==> src/rtl/mac_pkg.sv <==
// Shared types and defaults for the multiply-accumulate stage.
package mac_pkg;

    localparam int unsigned PROD_W    = 16;
    localparam int unsigned ACC_W_DEF = 24;
    localparam int unsigned CNT_W_DEF = 8;

    typedef enum logic [1:0] {
        IDLE  = 2'd0,
        ACCUM = 2'd1,
        HOLD  = 2'd2
    } mac_state_t;

endpackage

==> src/rtl/mac_acc_add.sv <==
// Accumulator adder: acc + zero-extended product, with carry-out as overflow.
// Optional clamp to all-ones on overflow when MAC_ACC_SAT_EN is defined.
module mac_acc_add
    import mac_pkg::*;
#(
    parameter int unsigned ACC_W = ACC_W_DEF
) (
    input  logic [ACC_W-1:0]  acc_i,
    input  logic [PROD_W-1:0] prod_i,
    output logic [ACC_W-1:0]  sum_o,
    output logic              ovf_o
);

    logic [ACC_W:0] wide_sum;

    always_comb begin
        wide_sum = {1'b0, acc_i} + {{(ACC_W + 1 - PROD_W){1'b0}}, prod_i};
        ovf_o    = wide_sum[ACC_W];
`ifdef MAC_ACC_SAT_EN
        sum_o    = ovf_o ? '1 : wide_sum[ACC_W-1:0];
`else
        sum_o    = wide_sum[ACC_W-1:0];
`endif
    end

endmodule

==> src/rtl/mac_accum_8bit.sv <==
// Block-wise accumulator of multiplier products with valid/ready result output.
// Saturating accumulator enabled by defining MAC_ACC_SAT_EN (default: wrap).
module mac_accum_8bit
    import mac_pkg::*;
#(
    parameter int unsigned ACC_W = ACC_W_DEF,
    parameter int unsigned CNT_W = CNT_W_DEF
) (
    input  logic              clk,
    input  logic              rst_n,
    input  logic              in_valid,
    output logic              in_ready,
    input  logic [PROD_W-1:0] in_prod,
    input  logic              in_last,
    input  logic              clr,
    output logic              out_valid,
    input  logic              out_ready,
    output logic [ACC_W-1:0]  out_acc,
    output logic [CNT_W-1:0]  out_count,
    output logic              out_ovf
);

    mac_state_t       state_q, state_d;
    logic [ACC_W-1:0] acc_q, acc_d;
    logic [CNT_W-1:0] cnt_q, cnt_d;
    logic             ovf_q, ovf_d;

    logic [ACC_W-1:0] add_sum;
    logic             add_ovf;
    logic             accept;

    mac_acc_add #(
        .ACC_W (ACC_W)
    ) u_add (
        .acc_i  (acc_q),
        .prod_i (in_prod),
        .sum_o  (add_sum),
        .ovf_o  (add_ovf)
    );

    // in_ready depends on registered state and clr only.
    assign in_ready = (state_q != HOLD) && !clr;
    assign accept   = in_valid && in_ready;

    always_comb begin
        state_d = state_q;
        acc_d   = acc_q;
        cnt_d   = cnt_q;
        ovf_d   = ovf_q;
        unique case (state_q)
            IDLE, ACCUM: begin
                if (clr) begin
                    state_d = IDLE;
                    acc_d   = '0;
                    cnt_d   = '0;
                    ovf_d   = 1'b0;
                end else if (accept) begin
                    acc_d   = add_sum;
                    cnt_d   = (cnt_q == '1) ? cnt_q : cnt_q + CNT_W'(1);
                    ovf_d   = ovf_q | add_ovf;
                    state_d = in_last ? HOLD : ACCUM;
                end
            end
            HOLD: begin
                if (out_ready) begin
                    state_d = IDLE;
                    acc_d   = '0;
                    cnt_d   = '0;
                    ovf_d   = 1'b0;
                end
            end
            default: begin
                state_d = IDLE;
                acc_d   = '0;
                cnt_d   = '0;
                ovf_d   = 1'b0;
            end
        endcase
    end

    always_ff @(posedge clk or negedge rst_n) begin
        if (!rst_n) begin
            state_q <= IDLE;
            acc_q   <= '0;
            cnt_q   <= '0;
            ovf_q   <= 1'b0;
        end else begin
            state_q <= state_d;
            acc_q   <= acc_d;
            cnt_q   <= cnt_d;
            ovf_q   <= ovf_d;
        end
    end

    assign out_valid = (state_q == HOLD);
    assign out_acc   = acc_q;
    assign out_count = cnt_q;
    assign out_ovf   = ovf_q;

endmodule

==> config.mk <==
export PLATFORM = sky130hd
export DESIGN_NAME = mac_accum_8bit
export DESIGN_NICKNAME = d
export VERILOG_FILES = /design/src/rtl/mac_pkg.sv /design/src/rtl/mac_acc_add.sv /design/src/rtl/mac_accum_8bit.sv
export SDC_FILE = /design/constraint.sdc
export NUM_CORES = 1
export LEC_CHECK = 0
export BUFFER_PORTS_ARGS = -buffer_cell sky130_fd_sc_hd__clkbuf_2
export CAP_MARGIN = 25
export CORE_AREA = 2 2 103 105
export CTS_BUF_LIST = sky130_fd_sc_hd__clkbuf_4 sky130_fd_sc_hd__clkbuf_8
export DETAILED_ROUTE_END_ITERATION = 6
export DIE_AREA = 0 0 105 107
export SLEW_MARGIN = 20
export SYNTH_ARGS = -nofsm -noshare
export SYNTH_HDL_FRONTEND = slang
export SYNTH_SLANG_ARGS = --single-unit
==> constraint.sdc <==
create_clock -name clk -period 3.3 [get_ports clk]
set_clock_uncertainty 0.2 [all_clocks]
set_input_delay 0.66 -clock clk [delete_from_list [all_inputs] [get_ports clk]]
set_output_delay 0.66 -clock clk [all_outputs]
set_load 0.01 [all_outputs]
==> results of run 1 <==
[sequential cells by signal, summed over array words and instances (netlist names)]
register / cells
out_acc: 24
out_ovf: 1
out_count: 8
state_q: 2
[path summary, 6_finish.rpt]
kind / startpoint / end / slack (ns) / depth (start not counted)
max in group asynchronous: rst_n / out_acc[16]$_DFFE_PN0P_ / 2.36 / 2
hold reg to reg: out_acc[0]$_DFFE_PN0P_ / out_acc[0]$_DFFE_PN0P_ / 0.31 / 2
setup / recovery: in_prod[0] / out_acc[18]$_DFFE_PN0P_ / 0.35 / 9
hold / removal: rst_n / out_acc[7]$_DFFE_PN0P_ / 0.08 / 1
min in group clk: out_acc[0]$_DFFE_PN0P_ / out_acc[0]$_DFFE_PN0P_ / 0.31 / 2
setup reg to reg: out_acc[0]$_DFFE_PN0P_ / out_acc[18]$_DFFE_PN0P_ / 0.39 / 8
[metrics by stage]
stage | worst slack (ns) | cell area (sq um)
4_1_cts | 0.362 | 3010
3_5_place_dp | 0.0551 | 2920
5_1_grt | 0.255 | 3040
3_3_place_gp | 0.111 | 2920
2_1_floorplan | 0.325 | 2460
6_report | 0.347 | 3040
[cell families (layout without fill, tap and decap cells)]
kind of cell | after synthesis | in the layout | synth area share, %
compound gates | 95 | 95 | 27.1
xor+xnor | 14 | 14 | 4.97
buf+inv | 14 | 77 | 2.18
fa+ha+maj | 18 | 18 | 9.44
simple gates | 98 | 98 | 19.0
mux | 4 | 4 | 1.83
flops | 35 | 35 | 35.5
[power by group]
part	internal, uW	switching, uW
combinational	434	604
sequential	514	86.1
clock	147	179
total	1090	869
[cells in the mapped netlist (5+ instances only)]
library cell  instances
nand2b_1              6
o31ai_1               6
and3_1                6
o21ai_1              12
xor2_1                5
dfrtp_1              35
o21ai_0               9
nand2_1              29
ha_1                 17
a31oi_1               5
xnor2_1               9
nor2_1               20
a21oi_1              18
nand3_1              18
inv_1                 9
a22o_1               10
a21o_1                7
[per-layer routing]
metal / up-vias / global-route usage [%]
met2: 61 / 21.4
met3: 10 / 3.28
met4: 0 / 3.90
met1: 1124 / 15.3
li1: 1167 / -
met5: - / 0
[area by class of cell]
| cell class | count | share of cell area [%] |
|---|---|---|
| Multi-Input combinational cell | 229 | 50.7 |
| Sequential cell | 35 | 28.8 |
| Timing Repair Buffer | 60 | 10.9 |
| Tap cell | 136 | 5.60 |
| Clock buffer | 5 | 2.27 |
| Inverter | 9 | 1.11 |
| Clock inverter | 3 | 0.659 |
==> flow_summary.ini, run 1 <==
[grt]
grt_max_degree = 36
antenna_found_initial = 0
grt_overflow = 0
grt_pass1_vias = 2325
grt_use_total_pct = 12.5
grt_first_pass_wirelength_microns = 11300

[setup_path]
end_kind = flip-flop
crit_slowest_cell = fa_1
crit_family = compound AO/OA/AOI/OAI gates
required_ns = 3.29
path_buf_inv = 1
worstPathCellList = clkbuf_2, ha_1, fa_1, a21o_1, a221o_1, a31oi_1, o21ai_2, mux2_4, a2111oi_4
worst_ep_arrival_time_ns = 2.94
critical-path-max-stage-delay_ns = 0.42
setup.worst_path.start_class = input pin
worst-path-max-fanout = 4
crit_type = input pin to flip-flop

[clocking]
path_clk_slew_ns = 0.08
cts_setup_buffers = 0
cts_max_path_buffers = 2
cts_hold_buf = 0
cts_tree = yes
htreeDepth = 2
cts.sinks = 35
cts.repair.resized = 0
numCtsBuffers = 5
cts-root-buf = clkbuf_8
clk-insertion-delay-late_ns = 0.29

[logic_synthesis]
synth_flop_cell = dfrtp_1
ys_seq_area_share_pct = 35.5
yosysWarningCount = 0
synth-edff-count = 0
yosysTopAreaCell = dfrtp_1
postSynth.asyncResetShare_pct = 100
synth_top_area_share_pct = 35.5
ys_ff_latch = 35
synth.cell_area_sq_um = 2460
synth_cells = 278
synthTopCellsByArea = dfrtp_1 (36%), ha_1 (8.6%), nand2_1 (4.4%)
synthDistinctLibCells = 45
synth_fp_nets = 318
syn_area_per_cell_sq_um = 8.87

[placed_design]
dpl.hpwl_microns = 5360
port_buffers = 56
dp_cells = 468
gp_congestion = 0.847

[sta]
fin_tns_setup_ns = 0
rsz0062_at_grt = false
hold_violations = 0
worst_pin_slew_ns = 0.774
slew_headroom_pct = 48.2
fin_crit_ns = 2.95
drv_slew = 0
fmax_mhz = 339
finalCritPeriodShare_pct = 89.5
whs_ns = 0.0810
setup_violations = 0

[layout]
multiInputGateArea_sq_um = 1540
final_net_count = 380
fin_cells = 477
num-fill-cells = 1115
layout_common_cells = clkbuf_2 (56), dfrtp_1 (35), nand2_1 (29), nor2_1 (20)
layout-area-overhead-vs-synth_pct = 23.2
fin_util_pct = 30.1
antennaDiodeCount = 0
drive_above_1_share_pct = 21.7
final-seq-area_sq_um = 876
mostFrequentLayoutCell = clkbuf_2

[floorplanning]
std_cell_rows = 37
core_area_sq_um = 10100
dieWidth_microns = 105
die_y_microns = 107
start_util_pct = 24.4
io_pins = 57
dieArea_sq_um = 11200

[power_and_ir_drop]
p_leak_uw = 0.00143
p_per_area_nw_per_um2 = 646
power_uw = 1960
vdd_ir_drop_max_mv = 0.189

[detailed_routing]
wl_met1_microns = 3160
route.met3.wl_microns = 360
drt-total-wl_microns = 6880
first_iter_violations = 100
ant_nets = 0
dr_total_vias = 2362
drt_pre_antenna_iters = 4
met2_length_microns = 3250
drc = 0
top_layer_used = met4
viasPerCell = 4.95
wl_per_cell_microns = 14.4

[outcome]
status = finished, final reports clean

[flow_run]
max_cap_viol_count = 0

[min_path]
hold_path_class = input pin to asynchronous set/reset pin
(Power assumes the default switching activity.)
==> run 2, diff against run 1 <==
--- a/config.mk
+++ b/config.mk
@@ -11,6 +11,7 @@
 export CTS_BUF_LIST = sky130_fd_sc_hd__clkbuf_4 sky130_fd_sc_hd__clkbuf_8
 export DETAILED_ROUTE_END_ITERATION = 6
 export DIE_AREA = 0 0 105 107
+export PLACE_DENSITY_LB_ADDON = 0.12
 export SLEW_MARGIN = 20
 export SYNTH_ARGS = -nofsm -noshare
 export SYNTH_HDL_FRONTEND = slang
==> constraint.sdc (replaced) <==
create_clock -name clk -period 2.97 [get_ports clk]
set_clock_uncertainty 0.2 [all_clocks]
set_input_delay 0.594 -clock clk [delete_from_list [all_inputs] [get_ports clk]]
set_output_delay 0.594 -clock clk [all_outputs]
set_load 0.01 [all_outputs]
==> flow_summary.ini, run 2 (synthesis results as in run 1) <==
[clocking]
cts_max_path_buffers = 2
cts-root-buf = clkbuf_8
cts.sinks = 35
path_clk_slew_ns = 0.09
cts_tree = yes
numCtsBuffers = 5
cts_setup_buffers = 0
clk-insertion-delay-late_ns = 0.30
htreeDepth = 2
cts_hold_buf = 0

[layout]
final_net_count = 396
multiInputGateArea_sq_um = 1550
layout_common_cells = clkbuf_2 (56), dfrtp_1 (35), nand2_1 (29), nor2_1 (20), buf_4 (20)
mostFrequentLayoutCell = clkbuf_2
antennaDiodeCount = 0
final-seq-area_sq_um = 876
fin_util_pct = 31.4
largest_reg_flops = 24
num-fill-cells = 1144
drive_above_1_share_pct = 25.5
layout-area-overhead-vs-synth_pct = 28.7

[grt]
grt_max_degree = 36
grt_pass1_vias = 2370
grt_first_pass_wirelength_microns = 12100
grt_use_total_pct = 13.6
grt_overflow = 0
antenna_found_initial = 0

[outcome]
status = finished, final reports clean

[setup_path]
path_buf_inv = 0
end_kind = flip-flop
worst_ep_arrival_time_ns = 2.87
crit_slowest_cell = fa_1
setup.worst_path.start_class = flip-flop
required_ns = 2.96
worstPathCellList = ha_1, fa_1, a21o_1, a221o_1, a31oi_2, o21ai_2, mux2_4, a2111oi_4
critical-path-max-stage-delay_ns = 0.42
crit_type = flip-flop to flip-flop
worst-path-max-fanout = 3
crit_family = compound AO/OA/AOI/OAI gates
regToRegSetupSlack_ns = 0.09

[sta]
finalCritPeriodShare_pct = 96.9
setup_violations = 0
hold_violations = 0
slew_headroom_pct = 60.6
fin_crit_ns = 2.88
drv_slew = 0
fmax_mhz = 348
setup_ws_ns = 0.0933
fin_tns_setup_ns = 0
rsz0062_at_grt = false
worst_pin_slew_ns = 0.588

[detailed_routing]
first_iter_violations = 86
drc = 0
drt_pre_antenna_iters = 4
viasPerCell = 4.86
dr_total_vias = 2394
drt-total-wl_microns = 7510
ant_nets = 0
wl_per_cell_microns = 15.2

[power_and_ir_drop]
vdd_ir_drop_max_mv = 0.230
p_leak_uw = 0.00152
p_per_area_nw_per_um2 = 757

[flow_run]
max_cap_viol_count = 0

[floorplanning]
die_y_microns = 107
io_pins = 57
dieArea_sq_um = 11200
start_util_pct = 24.4
dieWidth_microns = 105
std_cell_rows = 37
core_area_sq_um = 10100

[placed_design]
dpl.hpwl_microns = 5670
port_buffers = 56
gp_congestion = 0.725
dp_slack_ns = -0.179

[min_path]
hold_path_class = input pin to asynchronous set/reset pin
## run 2: area by class of cell
| cell class | instances | share of cell area (%) |
|---|---|---|
| multi-input cells | 229 | 48.7 |
| flip-flops and latches | 35 | 27.6 |
| repair buffers | 76 | 13.6 |
| well taps | 136 | 5.36 |
| clock buffers | 5 | 2.17 |
| clock inverters | 3 | 1.50 |
| inverters | 9 | 1.07 |
## run 2: what timing repair did
item,in CTS,in global routing
endpoints found under the hold margin,0,0
setup endpoints to repair,0,1
resized for setup,0,1
## run 2: stage by stage
step / instance area [sq um] / std cells / hold slack [ns] / power (uW)
after detailed placement: 3050 / 485 / 0.296 / 1950
final: 3170 / 493 / 0.143 / 2400
after global routing: 3170 / 493 / 0.186 / 2600
after floorplan: 2460 / 278 / 0.0984 / 1500
after CTS: 3170 / 493 / 0.162 / 2440
after global placement: 3050 / 485 / 0.288 / 1950
## run 2: worst paths after layout
check / startpoint / end / depth (start not counted)
setup / recovery: out_acc[0]$_DFFE_PN0P_ / out_acc[18]$_DFFE_PN0P_ / 8
hold / removal: rst_n / out_acc[20]$_DFFE_PN0P_ / 2
setup reg to reg: out_acc[0]$_DFFE_PN0P_ / out_acc[18]$_DFFE_PN0P_ / 8
hold reg to reg: out_ovf$_DFFE_PN0P_ / out_ovf$_DFFE_PN0P_ / 2
max in group asynchronous: rst_n / out_acc[8]$_DFFE_PN0P_ / 2
min in group clk: in_last / state_q[0]$_DFFE_PN0P_ / 2
## run 2: power breakdown
part	switching [uW]	internal (uW)	leakage, uW
Sequential	96.4	571	0.000473
Clock	209	255	0.0000587
Combinational	711	560	0.000988
Total	1020	1390	0.00152
## run 2: routing by layer
layer  GRT usage (%)  vias up  wire length, microns
met2            21.7       60                  3480
met3            2.80       11                   343
met1            18.2     1128                  3570
met5               0        -                     0
li1                -     1195                     -
met4            4.57        0                   118
## run 2: worst register-to-register path: stages (launching register included)
cell	delay, ns
dfrtp_1	0.41
ha_1	0.22
fa_1	0.42
a21o_1	0.19
a221o_1	0.35
a31oi_2	0.24
o21ai_2	0.12
mux2_4	0.32
a2111oi_4	0.31
==> run 3, diff against run 2 <==
--- a/config.mk
+++ b/config.mk
@@ -7,11 +7,14 @@
 export LEC_CHECK = 0
 export BUFFER_PORTS_ARGS = -buffer_cell sky130_fd_sc_hd__clkbuf_2
 export CAP_MARGIN = 25
+export CELL_PAD_IN_SITES_DETAIL_PLACEMENT = 1
+export CELL_PAD_IN_SITES_GLOBAL_PLACEMENT = 2
 export CORE_AREA = 2 2 103 105
 export CTS_BUF_LIST = sky130_fd_sc_hd__clkbuf_4 sky130_fd_sc_hd__clkbuf_8
 export DETAILED_ROUTE_END_ITERATION = 6
 export DIE_AREA = 0 0 105 107
 export PLACE_DENSITY_LB_ADDON = 0.12
+export SETUP_SLACK_MARGIN = 0.5
 export SLEW_MARGIN = 20
 export SYNTH_ARGS = -nofsm -noshare
 export SYNTH_HDL_FRONTEND = slang
==> flow_summary.ini, run 3 (synthesis results as in run 1) <==
[layout]
num-fill-cells = 1258
mostFrequentLayoutCell = clkbuf_2
layout_common_cells = clkbuf_2 (56), dfrtp_1 (35), nand2_1 (29), buf_4 (22)
largest_reg_flops = 24
design_area_sq_um = 3330
final_net_count = 399
drive_above_1_share_pct = 31.4
layout-area-overhead-vs-synth_pct = 35.1
antennaDiodeCount = 0

[grt]
grt_pass1_vias = 2624
grt_use_total_pct = 15.5
grt_overflow = 0
antenna_found_initial = 0
grt_first_pass_wirelength_microns = 13900
grt_max_degree = 36

[sta]
worst_pin_slew_ns = 0.520
fmax_mhz = 390
finalCritPeriodShare_pct = 86.4
fin_crit_ns = 2.57
rsz0062_at_grt = true
fin_tns_setup_ns = 0
drv_slew = 0
hold_violations = 0
slew_headroom_pct = 65.4
setup_violations = 0

[floorplanning]
dieArea_sq_um = 11200
core_area_sq_um = 10100
die_y_microns = 107
std_cell_rows = 37
io_pins = 57
start_util_pct = 24.4
dieWidth_microns = 105

[power_and_ir_drop]
power_uw = 2510
p_per_area_nw_per_um2 = 753
p_leak_uw = 0.00153
vdd_ir_drop_max_mv = 0.204

[clocking]
cts.sinks = 35
clk-insertion-delay-late_ns = 0.31
htreeDepth = 2
cts_tree = yes
cts-root-buf = clkbuf_8
cts_max_path_buffers = 2
path_clk_slew_ns = 0.10
numCtsBuffers = 5

[setup_path]
required_ns = 2.97
worst_ep_arrival_time_ns = 2.57
worst-path-max-fanout = 3
worstPathCellList = ha_4, fa_2, a21o_1, a221o_1, a31oi_2, o21ai_2, mux2_4, a2111oi_4
crit_type = flip-flop to flip-flop
crit_slowest_cell = dfrtp_1
setup.worst_path.start_class = flip-flop
critical-path-max-stage-delay_ns = 0.42
end_kind = flip-flop

[detailed_routing]
viasPerCell = 4.95
first_iter_violations = 49
drc = 0
drt-total-wl_microns = 8370
dr_total_vias = 2456
wl_per_cell_microns = 16.9
ant_nets = 0
drt_pre_antenna_iters = 4

[outcome]
status = finished, final reports clean

[placed_design]
port_buffers = 56
gp_congestion = 0.762
dpl_cell_area_sq_um = 3030
dpl.hpwl_microns = 6190

[min_path]
hold_path_class = input pin to asynchronous set/reset pin

[flow_run]
max_cap_viol_count = 0
## run 3: layout make-up
class	count	area [sq um]	share of cell area, %
clock buffer	5	68.8	2.07
clock inverter	3	25.0	0.752
inverter	9	33.8	1.01
multi-input combinational	229	1700	51.0
sequential	35	876	26.3
tap	136	170	5.11
timing repair buffer	79	457	13.7
## run 3: worst max-delay path: cells and delay by family, from the launching register on
kind / cells / cell delay, ns
AO/OA/AOI/OAI: 5 / 1.03
multiplexers: 1 / 0.32
adder cells (fa/ha/maj): 2 / 0.51
flip-flops: 1 / 0.42
## run 3: per-stage QoR
step	utilization (%)	hold WS (ns)	instances	setup WS (ns)
2_1_floorplan	-	0.0984	278	0.272
3_3_place_gp	30.0	0.292	480	0.0432
3_5_place_dp	30.0	0.285	480	-0.000957
4_1_cts	31.8	0.159	492	0.354
5_1_grt	33.0	0.180	496	0.295
6_report	33.0	0.143	496	0.405
## run 3: worst paths after layout
path | end | slack (ns) | cells after the start | startpoint
worst max-delay path | out_acc[18]$_DFFE_PN0P_ | 0.40 | 8 | out_acc[0]$_DFFE_PN0P_
worst min-delay path | state_q[0]$_DFFE_PN0P_ | 0.14 | 2 | rst_n
worst max register to register | out_acc[18]$_DFFE_PN0P_ | 0.40 | 8 | out_acc[0]$_DFFE_PN0P_
worst min register to register | out_ovf$_DFFE_PN0P_ | 0.33 | 2 | out_ovf$_DFFE_PN0P_
max in group asynchronous | out_acc[0]$_DFFE_PN0P_ | 2.07 | 2 | rst_n
min in group clk | state_q[0]$_DFFE_PN0P_ | 0.26 | 2 | in_last
## run 3: power breakdown
group / switching (uW) / leakage (uW) / internal (uW)
clock network: 219 / 0.0000443 / 168
registers: 108 / 0.000473 / 571
logic: 789 / 0.00101 / 652
## run 3: metal layers
metal	GRT usage [%]	share of wire, %
met1	20.2	48
met4	3.43	0.57
met2	26.9	48
met3	2.74	2.6
met5	0	0
## run 3: what timing repair did
action,in CTS,in global routing
gates cloned,0,0
hold buffers,0,0
buffers inserted,4,4
pin swaps,7,6
resized for setup,9,15
setup endpoints to repair,14,19
